$ cat config.mk
export PLATFORM = sky130hd
export DESIGN_NAME = bcd2bin
export DESIGN_NICKNAME = d
export VERILOG_FILES = /design/src/rtl/bcd2bin.sv
export SDC_FILE = /design/constraint.sdc
export NUM_CORES = 1
export LEC_CHECK = 0
export BUFFER_PORTS_ARGS = -buffer_cell sky130_fd_sc_hd__buf_2
export CAP_MARGIN = 20
export CORE_MARGIN = 3
export CORE_UTILIZATION = 35
export CTS_BUF_LIST = sky130_fd_sc_hd__clkbuf_8
export CTS_CLUSTER_SIZE = 30
export DETAILED_ROUTE_END_ITERATION = 8
export HOLD_SLACK_MARGIN = 0.08
export MAX_ROUTING_LAYER = met4
export PLACE_DENSITY = 0.63
export REMOVE_ABC_BUFFERS = 1
export SYNTH_ARGS = -nofsm -noshare
export SYNTH_HDL_FRONTEND = slang
export SYNTH_SLANG_ARGS = --single-unit
$ cat constraint.sdc
create_clock -name clk -period 3.75 [get_ports clk]
set_input_delay 0.75 -clock clk [delete_from_list [all_inputs] [get_ports clk]]
set_output_delay 0.75 -clock clk [all_outputs]
set_load 0.02 [all_outputs]
$ cat src/rtl/bcd2bin.sv
// Four-digit BCD to 16-bit binary converter (reverse double-dabble, one bit per clock).
// Optional input validation enabled by defining BCD2BIN_VALIDATE_EN.
module bcd2bin (
   input  logic        clk,
   input  logic        rst_n,
   input  logic        start,
   input  logic [3:0]  bcd0,
   input  logic [3:0]  bcd1,
   input  logic [3:0]  bcd2,
   input  logic [3:0]  bcd3,
   output logic [15:0] bin,
   output logic        busy,
   output logic        done,
   output logic        err
);

   localparam int unsigned NIB_W  = 4;
   localparam int unsigned DIGITS = 4;
   localparam int unsigned BIN_W  = 16;
   localparam int unsigned CNT_W  = 4;
   localparam logic [CNT_W-1:0] LAST = '1;

   typedef enum logic [1:0] {
      IDLE  = 2'd0,
      SHIFT = 2'd1,
      DONE  = 2'd2
   } state_t;

   state_t             state, state_nxt;
   logic [BIN_W-1:0]   digit_reg, digit_nxt;
   logic [BIN_W-1:0]   result_reg, result_nxt;
   logic [CNT_W-1:0]   cnt, cnt_nxt;
   logic [BIN_W-1:0]   bin_nxt;
   logic               busy_nxt, done_nxt, err_nxt;
   logic [BIN_W-1:0]   dig_sh, dig_adj, res_sh;
   logic               invalid;

`ifdef BCD2BIN_VALIDATE_EN
   assign invalid = (bcd0 > 4'd9) || (bcd1 > 4'd9) || (bcd2 > 4'd9) || (bcd3 > 4'd9);
`else
   assign invalid = 1'b0;
`endif

   // State, datapath and registered outputs
   always_ff @(posedge clk or negedge rst_n) begin
      if (!rst_n) begin
         state      <= IDLE;
         digit_reg  <= '0;
         result_reg <= '0;
         cnt        <= '0;
         bin        <= '0;
         busy       <= 1'b0;
         done       <= 1'b0;
         err        <= 1'b0;
      end else begin
         state      <= state_nxt;
         digit_reg  <= digit_nxt;
         result_reg <= result_nxt;
         cnt        <= cnt_nxt;
         bin        <= bin_nxt;
         busy       <= busy_nxt;
         done       <= done_nxt;
         err        <= err_nxt;
      end
   end

   // Next-state decode
   always_comb begin
      state_nxt = state;
      case (state)
         IDLE:    if (start) state_nxt = invalid ? DONE : SHIFT;
         SHIFT:   if (cnt == LAST) state_nxt = DONE;
         DONE:    state_nxt = IDLE;
         default: state_nxt = IDLE;
      endcase
   end

   // Datapath step and next output values
   always_comb begin
      digit_nxt  = digit_reg;
      result_nxt = result_reg;
      cnt_nxt    = cnt;
      bin_nxt    = bin;
      busy_nxt   = 1'b0;
      done_nxt   = 1'b0;
      err_nxt    = 1'b0;

      // Digit LSB moves into result MSB; each nibble is corrected independently
      res_sh  = {digit_reg[0], result_reg[BIN_W-1:1]};
      dig_sh  = {1'b0, digit_reg[BIN_W-1:1]};
      dig_adj = dig_sh;
      for (int i = 0; i < DIGITS; i++) begin
         if (dig_sh[NIB_W*i + NIB_W-1])
            dig_adj[NIB_W*i +: NIB_W] = dig_sh[NIB_W*i +: NIB_W] - 4'd3;
      end

      case (state)
         IDLE: begin
            if (start) begin
               digit_nxt  = {bcd3, bcd2, bcd1, bcd0};
               result_nxt = '0;
               cnt_nxt    = '0;
               if (invalid) begin
                  done_nxt = 1'b1;
                  err_nxt  = 1'b1;
                  bin_nxt  = '0;
               end else begin
                  busy_nxt = 1'b1;
               end
            end
         end
         SHIFT: begin
            digit_nxt  = dig_adj;
            result_nxt = res_sh;
            cnt_nxt    = cnt + CNT_W'(1);
            if (cnt == LAST) begin
               done_nxt = 1'b1;
               bin_nxt  = res_sh;
            end else begin
               busy_nxt = 1'b1;
            end
         end
         default: ;
      endcase
   end

endmodule
# Yosys cells after proc, flatten, opt, wreduce, memory -nomap -nowiden
# Cells that the tools add are included.
[word_totals] word_cells=37 ff_bits=56 in_bits=19 output_inout_bits=19
[op_classes] reduce_logical=5 n_eq_ne=4 add_sub_neg=4 mux=17
[ops] op="$pmux W16 S2" n=2
[ops] op="$mux W16" n=2
[ops] op="$mux W4" n=4
[ops] op="$sub A4 B2 Y4 const B" n=3
[ops] op="$pmux W4 S2" n=1
[ops] op="$reduce_and A2 Y1" n=3
[ops] op="$add A4 B1 Y4 const B" n=1
[ops] op="$eq A4 B4 Y1 const B" n=1
[ops] op="$mux W1" n=4
[ops] op="$mux W2" n=2
[ops] op="$ne A2 B2 Y1 const B" n=2
[ops] op="$pmux W2 S2" n=1
[ops] op="$eq A2 B1 Y1 const B" n=1
[ops] op="$logic_not A2 Y1" n=1
[ops] op="$pmux W1 S2" n=1
[ops] op="$reduce_bool A2 Y1" n=1

# Depth between registers and ports, before layout
[depth] depth_word=3 depth_mapped=6 ltp_nobuf=4

# Worst setup path before layout
# OpenSTA, ideal clock, no wires.
[synth_timing] path_type="input port to flip-flop" from="in start" to="reg digit_reg[10]" path_slack_ps=2148 path_buffers=1 setup_time_ps=126 t_arrival_ps=1476 required_ps=3624 cell_stages=4 cell_sequence="buf_2 > nor2b_1 > mux2i_1 > mux2i_1"
[synth_via] elab_chain_len=2
[synth_rtl] item="start, declared" line_no="6" text="input logic start,"
[synth_rtl] item="$ne A2 B2 Y1 (no source line)"
[synth_rtl] item="$reduce_and A2 Y1 (no source line)"
[synth_rtl] item="end signal, assigned" line_no="57" text="digit_reg <= digit_nxt;"
[synth_rtl] item="end, declared" line_no="30" text="logic [BIN_W-1:0] digit_reg, digit_nxt;"
# Every way passes these cells.
# A chain may end at the register's enable or synchronous reset.

# Worst setup path after layout
[layout_timing] from="reg state[0]" to="reg digit_reg[5]"
[layout_via] elab_chain_len=3 elab_cells_between_ends=6 classes_between="2 x eq/ne; 1 x mux; 3 x reduce/logical"
[layout_rtl] item="start, declared" line_no="29" text="state_t state, state_nxt;"
[layout_rtl] item="start signal, assigned" line_no="56" text="state <= state_nxt;"
[layout_rtl] item="$eq A2 B1 Y1 / $logic_not A2 Y1 (equally long branches)" line_no="97" text="case (state)"
[layout_rtl] item="$reduce_bool A2 Y1 (no source line) / $ne A2 B2 Y1 (equally long branches)"
[layout_rtl] item="$reduce_and A2 Y1 (no source line)"
# Parallel ways exist; a longest one is shown, timed or not.

==> out/qor.yml <==
status: "complete, no violations"
cpMaxStageDelayCell: "dfrtp_1"
area_growth_pct: 12.78
cts.sink_count: 55
synth_cells: 200
ys.warnings.count: 0
p_per_area_nw_per_um2: 836.4
drcViolationCount: 0
multi_input_area_um2: 1021
cts_buffers: 5
ir_drop_uv: 242.9
post_dp_cell_area_um2: 2720
die_w_um: 90.62
grt_usage: 0.1233
hpwl_um: 3227
p_leak_nw: 1.347
syn_avg_cell_area_um2: 12.53
cts_hold_buffers: 0
initial_core_util: 0.3648
fill_cells: 658
ys_seq_area_frac: 0.5492
tns_ns: 0
critical_path.top_delay_family: "flip-flops"
wire_per_inst_um: 14.12
slew_violations: 0
viasPerCell: 4.915
drtIter0Drc: 75
drive_above_1_share: 0.2918
fin_cells: 329
holdWs_ns: 0.5058
core_area_um2: 6869
final_core_util: 0.4115
cts_setup_buffers: 0
n_antenna_cell: 0
p_total_mw: 2.364
dr_total_vias: 1617
period_minus_slack_ns: 1.975
ys_ff_latch: 55
io_buffers: 36
fin_area_um2: 2826
timing.fmax_ghz: 0.5062
cp_num_buf_inv: 1
crit_chain: "nor2b_2 -> buf_4 -> nor2_1 -> o31ai_1"
cts_root_buffer: "clkbuf_8"
switchingPower_mw: 0.9017
finClkSkew_ns: 0.01486
grt_first_pass_wirelength_um: 8059
critPathLaunchType: "flip-flop"
finalNetCount: 255
worstMarginPinSlew_ns: 0.8524
dp.cells: 320
post_synth_num_cell_types: 35
h-tree-depth: 2
hp-class: "reg -> reg"
die_area_um2: 8212
drtPass1Iterations: 4
finalSetupViolCount: 0
place_ws_ns: 1.500
layout.area.seq_um2: 1376
place.gp.congestion: 0.8122
hold_viol_final: 0
insertion_delay_ns: 0.31
grt_remaining_overflow: 0
cts_resized: 0
synthesis.area_um2: 2506
power.share.clock: 0.140
p_seq_frac: 0.457
clk_pin_slew_ns: 0.11
grt_max_degree: 41
crit_path_max_incr_delay_ns: 0.71
arrival_ns: 2.20
postRouteAntennaNets: 0
comb_power_share: 0.403
min_period_over_period: 0.5268
clockBufferDepth: 2
grt_pass1_vias: 1619
totalWireLength_um: 4645
cap_violations: 0
core.rowCount: 30
endpoint_kind: "flip-flop"
rsz0062_at_grt: "no"
die_h_um: 90.62
crit_required_ns: 3.97
slew_headroom: 0.4317
cts_tree: "done"
crit_type: "reg -> reg"
ios: 38
crit_fanout: 16
timing.final.ws_setup_ns: 1.775
p_sw_frac: 0.3814
p_int_mw: 1.462
antenna_found_initial: 0
-- layout make-up --
| cell class | count | share of cell area |
|---|---|---|
| sequential | 55 | 0.4869 |
| multi-input combinational | 129 | 0.3612 |
| timing repair buffer | 39 | 0.07437 |
| tap | 96 | 0.04250 |
| clock buffer | 5 | 0.02435 |
| clock inverter | 3 | 0.007968 |
| inverter | 2 | 0.002656 |
-- power groups by stage --
stage / logic [mW] / registers, mW / clock network, mW
floorplan: 0.628 / 1.13 / 0
global placement: 0.929 / 1.09 / 0
detailed placement: 0.954 / 1.09 / 0
CTS: 0.954 / 1.08 / 0.341
global route: 1.06 / 1.13 / 0.374
finish: 0.952 / 1.08 / 0.330
-- Yosys cell counts --
master | instances | share of area
dfrtp_1 | 55 | 0.55
a22o_1 | 16 | 0.056
nor2b_1 | 10 | 0.025
a21oi_1 | 9 | 0.018
mux2_4 | 9 | 0.054
o21ai_0 | 9 | 0.018
nand2_1 | 8 | 0.012
buf_2 | 7 | 0.014
mux2_2 | 7 | 0.031
o22ai_1 | 7 | 0.017
nand2b_1 | 6 | 0.015
nor2_1 | 6 | 0.0090
ha_1 | 4 | 0.020
mux2i_1 | 4 | 0.016
nand3_1 | 4 | 0.0080
a211oi_1 | 3 | 0.0090
a22oi_1 | 3 | 0.0090
a2bb2oi_1 | 3 | 0.010
buf_6 | 3 | 0.013
o31ai_1 | 3 | 0.0090
xnor2_1 | 3 | 0.010
xor2_1 | 3 | 0.010
a221o_1 | 2 | 0.0080
a41oi_1 | 2 | 0.0070
buf_4 | 2 | 0.0060
inv_1 | 2 | 0.0030
o2bb2ai_1 | 2 | 0.0070
buf_12 | 1 | 0.0080
clkbuf_1 | 1 | 0.0015
conb_1 | 1 | 0.0015
nand2b_4 | 1 | 0.0055
nand3_2 | 1 | 0.0040
nor2_8 | 1 | 0.0080
nor3b_1 | 1 | 0.0030
o21bai_1 | 1 | 0.0030
-- layout by cell type, fill, tap and decap left out, types with 3 or more instances in the layout --
cell       synthesis  layout
a2bb2oi_1          3       3
xor2_1             3       3
mux2_2             7       7
a22o_1            16      16
o21ai_0            9       9
mux2_4             9       9
a211oi_1           3       3
nor2_1             6       6
a22oi_1            3       3
nand2b_1           6       6
a21oi_1            9       9
dfrtp_1           55      55
o31ai_1            3       3
nand2_1            8       8
xnor2_1            3       3
buf_2              7      36
ha_1               4       4
nand3_1            4       4
mux2i_1            4       4
clkbuf_8           0       5
o22ai_1            7       7
nor2b_1           10       9
-- worst paths after layout --
kind,start,slack [ns],to,depth (start not counted)
hold / removal,bin[0],0.51,bin[0],1
max in group asynchronous,rst_n,2.46,cnt[0],2
min in group asynchronous,rst_n,0.54,done,1
setup / recovery,state[0],1.77,digit_reg[5],4
hold reg to reg,bin[0],0.51,bin[0],1
setup reg to reg,state[0],1.77,digit_reg[5],4
-- routing by layer --
metal  up-vias  wire length, µm  global-route usage  part of all wire
li1        790                -                   -                 -
met1       788             2296              0.1708              0.49
met2        33             2119              0.1822              0.46
met3         6              179             0.03000             0.039
met4         0               50             0.03061             0.011
met5         -                0                   -                 0
-- cells by family after synthesis --
family	share of synthesized area
mux	0.1014
other cells	0.001496
flops	0.5492
xor+xnor	0.02097
simple gates	0.08937
buf+inv	0.04593
compound gates	0.1717
fa+ha+maj	0.01997
Note: power is estimated with default switching activity, not from simulation.
